--- src/rtl/fb_port_arbiter.sv ---
// Memory port scheduler for the VGA frame buffer. Active video reads one
// pixel per clock; the result writer is granted the port during blanking.
module fb_port_arbiter #(
  parameter int unsigned IMG_W  = 480,
  parameter int unsigned IMG_H  = 320,
  parameter int unsigned ADDR_W = 18,
  parameter int unsigned DATA_W = 8
) (
  input  logic              clk,
  input  logic              rst,
  input  logic [9:0]        H_Count_Value,
  input  logic [9:0]        V_Count_Value,
  input  logic              wr_req,
  input  logic [ADDR_W-1:0] wr_addr,
  input  logic [DATA_W-1:0] wr_data,
  output logic              wr_ack,
  output logic              wr_err,
  output logic [ADDR_W-1:0] mem_addr,
  output logic              mem_we,
  output logic [DATA_W-1:0] mem_wdata,
  input  logic [DATA_W-1:0] mem_rdata,
  output logic [DATA_W-1:0] R,
  output logic [DATA_W-1:0] G,
  output logic [DATA_W-1:0] B,
  output logic              pix_valid,
  output logic              frame_done
);

  localparam int unsigned NPIX = IMG_W * IMG_H;
  localparam logic [ADDR_W-1:0] LAST_ADDR = ADDR_W'(NPIX - 1);
  // One extra bit so the limit is representable even when 2^ADDR_W == NPIX.
  localparam logic [ADDR_W:0]   NPIX_EXT  = (ADDR_W + 1)'(NPIX);
  localparam logic [9:0]        H_LAST    = 10'(IMG_W - 1);
  localparam logic [9:0]        V_LAST    = 10'(IMG_H - 1);

  typedef enum logic [1:0] {BLANK, DISP, VSYNC_CLR} state_t;

  state_t              state_q, state_d;
  logic [ADDR_W-1:0]   rd_addr_q, rd_addr_d;
  logic [ADDR_W-1:0]   mem_addr_q, mem_addr_d;
  logic                mem_we_q, mem_we_d;
  logic [DATA_W-1:0]   mem_wdata_q, mem_wdata_d;
  logic                wr_err_q, wr_err_d;
  logic                frame_done_q, frame_done_d;
  logic [1:0]          vld_q;
  logic                pix_valid_q;
  logic [DATA_W-1:0]   pix_q;
  logic                active_c;
  logic                vblank_c;
  logic                wr_in_range_c;

  assign active_c      = (H_Count_Value <= H_LAST) && (V_Count_Value <= V_LAST);
  assign vblank_c      = (V_Count_Value > V_LAST);
  assign wr_in_range_c = ({1'b0, wr_addr} < NPIX_EXT);
  assign wr_ack        = wr_req && !active_c && !rst;

  // Next-state logic: vertical blanking overrides everything else.
  always_comb begin
    state_d = state_q;
    if (vblank_c) begin
      state_d = VSYNC_CLR;
    end else begin
      case (state_q)
        BLANK:     if (active_c)  state_d = DISP;
        DISP:      if (!active_c) state_d = BLANK;
        VSYNC_CLR: if (active_c)  state_d = DISP;
        default:   state_d = VSYNC_CLR;
      endcase
    end
  end

  // Port scheduling: reads own active cycles, writes fill blanking.
  always_comb begin
    rd_addr_d    = rd_addr_q;
    mem_addr_d   = mem_addr_q;
    mem_we_d     = 1'b0;
    mem_wdata_d  = mem_wdata_q;
    wr_err_d     = 1'b0;
    frame_done_d = 1'b0;
    if (active_c) begin
      mem_addr_d = rd_addr_q;
      if (rd_addr_q == LAST_ADDR) begin
        rd_addr_d    = '0;
        frame_done_d = 1'b1;
      end else begin
        rd_addr_d = rd_addr_q + ADDR_W'(1);
      end
    end else begin
      if (state_q == VSYNC_CLR) rd_addr_d = '0;
      if (wr_ack) begin
        mem_addr_d  = wr_addr;
        mem_wdata_d = wr_data;
        mem_we_d    = wr_in_range_c;
        wr_err_d    = !wr_in_range_c;
      end
    end
  end

  // State, port and output pipeline registers with synchronous reset.
  always_ff @(posedge clk) begin
    if (rst) begin
      state_q      <= VSYNC_CLR;
      rd_addr_q    <= '0;
      mem_addr_q   <= '0;
      mem_we_q     <= 1'b0;
      mem_wdata_q  <= '0;
      wr_err_q     <= 1'b0;
      frame_done_q <= 1'b0;
      vld_q        <= 2'b00;
      pix_valid_q  <= 1'b0;
      pix_q        <= '0;
    end else begin
      state_q      <= state_d;
      rd_addr_q    <= rd_addr_d;
      mem_addr_q   <= mem_addr_d;
      mem_we_q     <= mem_we_d;
      mem_wdata_q  <= mem_wdata_d;
      wr_err_q     <= wr_err_d;
      frame_done_q <= frame_done_d;
      vld_q        <= {vld_q[0], active_c};
      pix_valid_q  <= vld_q[1];
      pix_q        <= vld_q[1] ? mem_rdata : '0;
    end
  end

  assign mem_addr   = mem_addr_q;
  assign mem_we     = mem_we_q;
  assign mem_wdata  = mem_wdata_q;
  assign wr_err     = wr_err_q;
  assign frame_done = frame_done_q;
  assign pix_valid  = pix_valid_q;
  assign R          = pix_q;
  assign G          = pix_q;
  assign B          = pix_q;

endmodule

--- config.mk ---
export PLATFORM = sky130hd
export DESIGN_NAME = fb_port_arbiter
export DESIGN_NICKNAME = d
export VERILOG_FILES = /design/src/rtl/fb_port_arbiter.sv
export SDC_FILE = /design/constraint.sdc
export NUM_CORES = 1
export LEC_CHECK = 0
export ABC_AREA = 1
export ABC_CLOCK_PERIOD_IN_PS = 1900
export BUFFER_PORTS_ARGS = -buffer_cell sky130_fd_sc_hd__buf_2
export CELL_PAD_IN_SITES_DETAIL_PLACEMENT = 0
export CELL_PAD_IN_SITES_GLOBAL_PLACEMENT = 1
export CORE_MARGIN = 5
export CORE_UTILIZATION = 34
export DETAILED_ROUTE_END_ITERATION = 16
export MAX_ROUTING_LAYER = met4
export PLACE_DENSITY = 0.8
export REMOVE_ABC_BUFFERS = 1
export SETUP_SLACK_MARGIN = 0.3
export SLEW_MARGIN = 10
export SYNTH_ARGS = -nofsm -noshare
export SYNTH_HDL_FRONTEND = slang
export SYNTH_SLANG_ARGS = --single-unit
--- constraint.sdc ---
create_clock -name clk -period 1.9 [get_ports clk]
set_clock_uncertainty 0.1 [all_clocks]
set_input_delay 0.38 -clock clk [delete_from_list [all_inputs] [get_ports clk]]
set_output_delay 0.38 -clock clk [all_outputs]
set_load 0.005 [all_outputs]
==> results.json <==
{
  "max-slew-margin-rel_pct": 71.89,
  "setup.worst_path.start_class": "primary input",
  "cts_tree": "built",
  "ant_nets": 0,
  "worstPathRequired_ps": 1420,
  "crit_family": "buffers and inverters",
  "worst_path_largest_cell_delay_ps": 150,
  "clock_path_buffers": 2,
  "port_buffers": 100,
  "dieWidth_um": 103.3,
  "drv_cap": 0,
  "grtUsageTotal_pct": 15.59,
  "synth_xor_area_share_pct": 0,
  "diodes": 0,
  "fin_crit_ps": 1542,
  "yosys.area_share.simple_pct": 32.39,
  "path_clk_slew_ps": 80,
  "timing.hold.ws_ps": 136.8,
  "drv_slew": 0,
  "synthMuxAreaShare_pct": 0,
  "tns_ps": 0,
  "finish.utilization_pct": 44.00,
  "first_pass_iters": 4,
  "nets": 572,
  "ys_ff_latch": 60,
  "ir_drop_mv": 0.3701,
  "ys_seq_area_share_pct": 40.59,
  "coreArea_mm2": 0.008593,
  "grt_start_max_net_pins": 29,
  "finalHoldViolations": 0,
  "dpl.hpwl_um": 5712,
  "ys_types": 29,
  "io_pins": 112,
  "rsz0062_at_grt": "yes",
  "synthCells": 422,
  "fin_crit_sh_pct": 81.14,
  "synth-compound-area-share_pct": 13.49,
  "cp_num_buf_inv": 3,
  "num_vias": 2914,
  "routed_wl_um": 7952,
  "start_util_pct": 34.44,
  "remaining_drc_errors": 0,
  "fp.dieArea_mm2": 0.01067,
  "antenna_found_initial": 0,
  "outcome": "complete, no violations",
  "syn_to_final_growth_pct": 27.78,
  "drive_above_1_share_pct": 31.98,
  "synth-adder-area-share_pct": 0.4228,
  "worstSetupPathType": "in2out",
  "worstMarginPinSlew_ps": 421.6,
  "wire_per_inst_um": 12.68,
  "cts_num_sinks": 60,
  "vias_per_cell": 4.648,
  "powerDensity_mw_per_mm2": 816.8,
  "synth_top_family_by_area": "simple AND/OR/NAND/NOR gates",
  "numCtsBuffers": 9,
  "htreeDepth": 3,
  "worstPathMaxFanout": 2,
  "grt_pass1_wl_um": 12590,
  "cpMaxStageDelayCell": "a21oi_4",
  "cp.arrival_ps": 1060,
  "p_leak_nw": 1.774,
  "grt_overflow_total": 0,
  "postSynthAreaPerCell_um2": 7.012,
  "min_path_type": "in2reg",
  "core.rowCount": 34,
  "grt_pass1_vias": 2642,
  "fmax_mhz": 648.7,
  "synthesis.area_mm2": 0.002959,
  "clock_latency_ps": 340,
  "first_iter_violations": 174,
  "fp.dieH_um": 103.3,
  "cts_root_buffer": "clkbuf_8",
  "place_congestion": 0.8567,
  "path_cells": "buf_2 > inv_1 > nand2_2 > a21oi_4 > nand2_4 > nand2_4 > nor2_2 > buf_2",
  "yosysWarnings": 0,
  "finalSetupViolations": 0,
  "holdBufCountCts": 0,
  "end_kind": "primary output"
}
## kinds of logic after synthesis
family | after synthesis
fa+ha+maj | 1
flops | 60
simple gates | 217
compound gates | 73
buf+inv | 71
## path summary, 6_finish.rpt
path                          from            to  slack, ps  depth (start not counted)
setup / recovery  V_Count_Value[6]        wr_ack        360                          8
hold / removal        mem_rdata[1]          B[1]        140                          3
setup reg to reg      rd_addr_q[1]  rd_addr_q[5]        370                          9
hold reg to reg           vld_q[0]      vld_q[1]        300                          2
## final cells by class
| cell class | count | area (um2) |
|---|---|---|
| Inverter | 36 | 135.1 |
| Multi-Input combinational cell | 291 | 1410 |
| Timing Repair Buffer | 116 | 645.6 |
| Tap cell | 108 | 135.1 |
| Fill cell | 909 | 4812 |
| Clock buffer | 9 | 123.9 |
| Clock inverter | 7 | 123.9 |
| Sequential cell | 60 | 1207 |
## synth_stat cells (all sizes together)
| cell type | count | share of area (%) |
|---|---|---|
| ha | 1 | 0.42 |
| clkbuf | 3 | 0.42 |
| clkinv | 1 | 0.13 |
| dfxtp | 60 | 41 |
| nand2 | 90 | 12 |
| and2 | 1 | 0.21 |
| inv | 35 | 4.4 |
| nor3 | 1 | 0.17 |
| buf | 32 | 8.1 |
| o21ai | 43 | 7.4 |
| nor3b | 1 | 0.25 |
| or2 | 1 | 0.21 |
| nor4 | 1 | 0.21 |
| a21oi | 29 | 5.8 |
| nand4 | 4 | 0.85 |
| nand3 | 45 | 8.6 |
| nor2 | 73 | 10 |
| o2111ai | 1 | 0.30 |
## power breakdown
group	total [mW]	internal [mW]	switching [mW]
logic	0.326	0.142	0.184
registers	1.33	1.31	0.0207
clock network	1.43	0.880	0.555
total	3.09	2.33	0.759
## flip-flops by register name, summed over array words and instances, names as in the netlist
name        flops
frame_done      1
mem_we          1
state_q         2
mem_wdata       8
pix_valid       1
rd_addr_q      18
mem_addr       18
wr_err          1
B               8
vld_q           2
## metrics by stage
step	area [um2]	setup WS (ps)	std cells	total power [mW]
floorplan	2706	-162.0	387	1.498
global placement	3465	161.8	608	1.671
detailed placement	3465	144.6	608	1.675
CTS	3729	302.6	625	3.120
global route	3781	284.3	627	3.237
finish	3781	358.3	627	3.088
## worst register-to-register path, cell delays in order, from the launching register on
cell and delay [ps]:
dfxtp_2 360, ha_2 190, nand2_2 100, nor2_4 140
nand2_4 90, nor2_4 110, nor2_4 40, buf_12 140
o21ai_0 70, a21oi_1 80
## cells in the final DEF (no fill, tap or decap), drive strengths merged
master	Yosys	routed
ha	1	1
o2111ai	1	1
nand2	90	90
clkbuf	3	9
nor3b	1	1
nor2	73	73
inv	35	36
o21ai	43	43
nor4	1	1
nand4	4	4
buf	32	116
and2	1	1
clkinvlp	0	1
bufinv	0	3
clkinv	1	3
or2	1	1
dfxtp	60	60
nor3	1	1
nand3	45	45
a21oi	29	29
## layer usage
layer / routed length (um) / vias to the layer above / track usage [%] / part of all wire, %
met1: 3613 / 1316 / 20.07 / 45
li1: - / 1523 / - / -
met3: 460 / 4 / 4.225 / 5.8
met5: 0 / - / - / 0
met4: 59 / 0 / 4.980 / 0.74
met2: 3820 / 71 / 23.83 / 48
## timing repair
| item | CTS | global route |
|---|---|---|
| pin swaps | 2 | 2 |
| setup endpoints to repair | 10 | 16 |
| buffers inserted | 1 | 2 |
| resized for setup | 3 | 14 |
No activity file was read; power rests on OpenSTA's default activity.
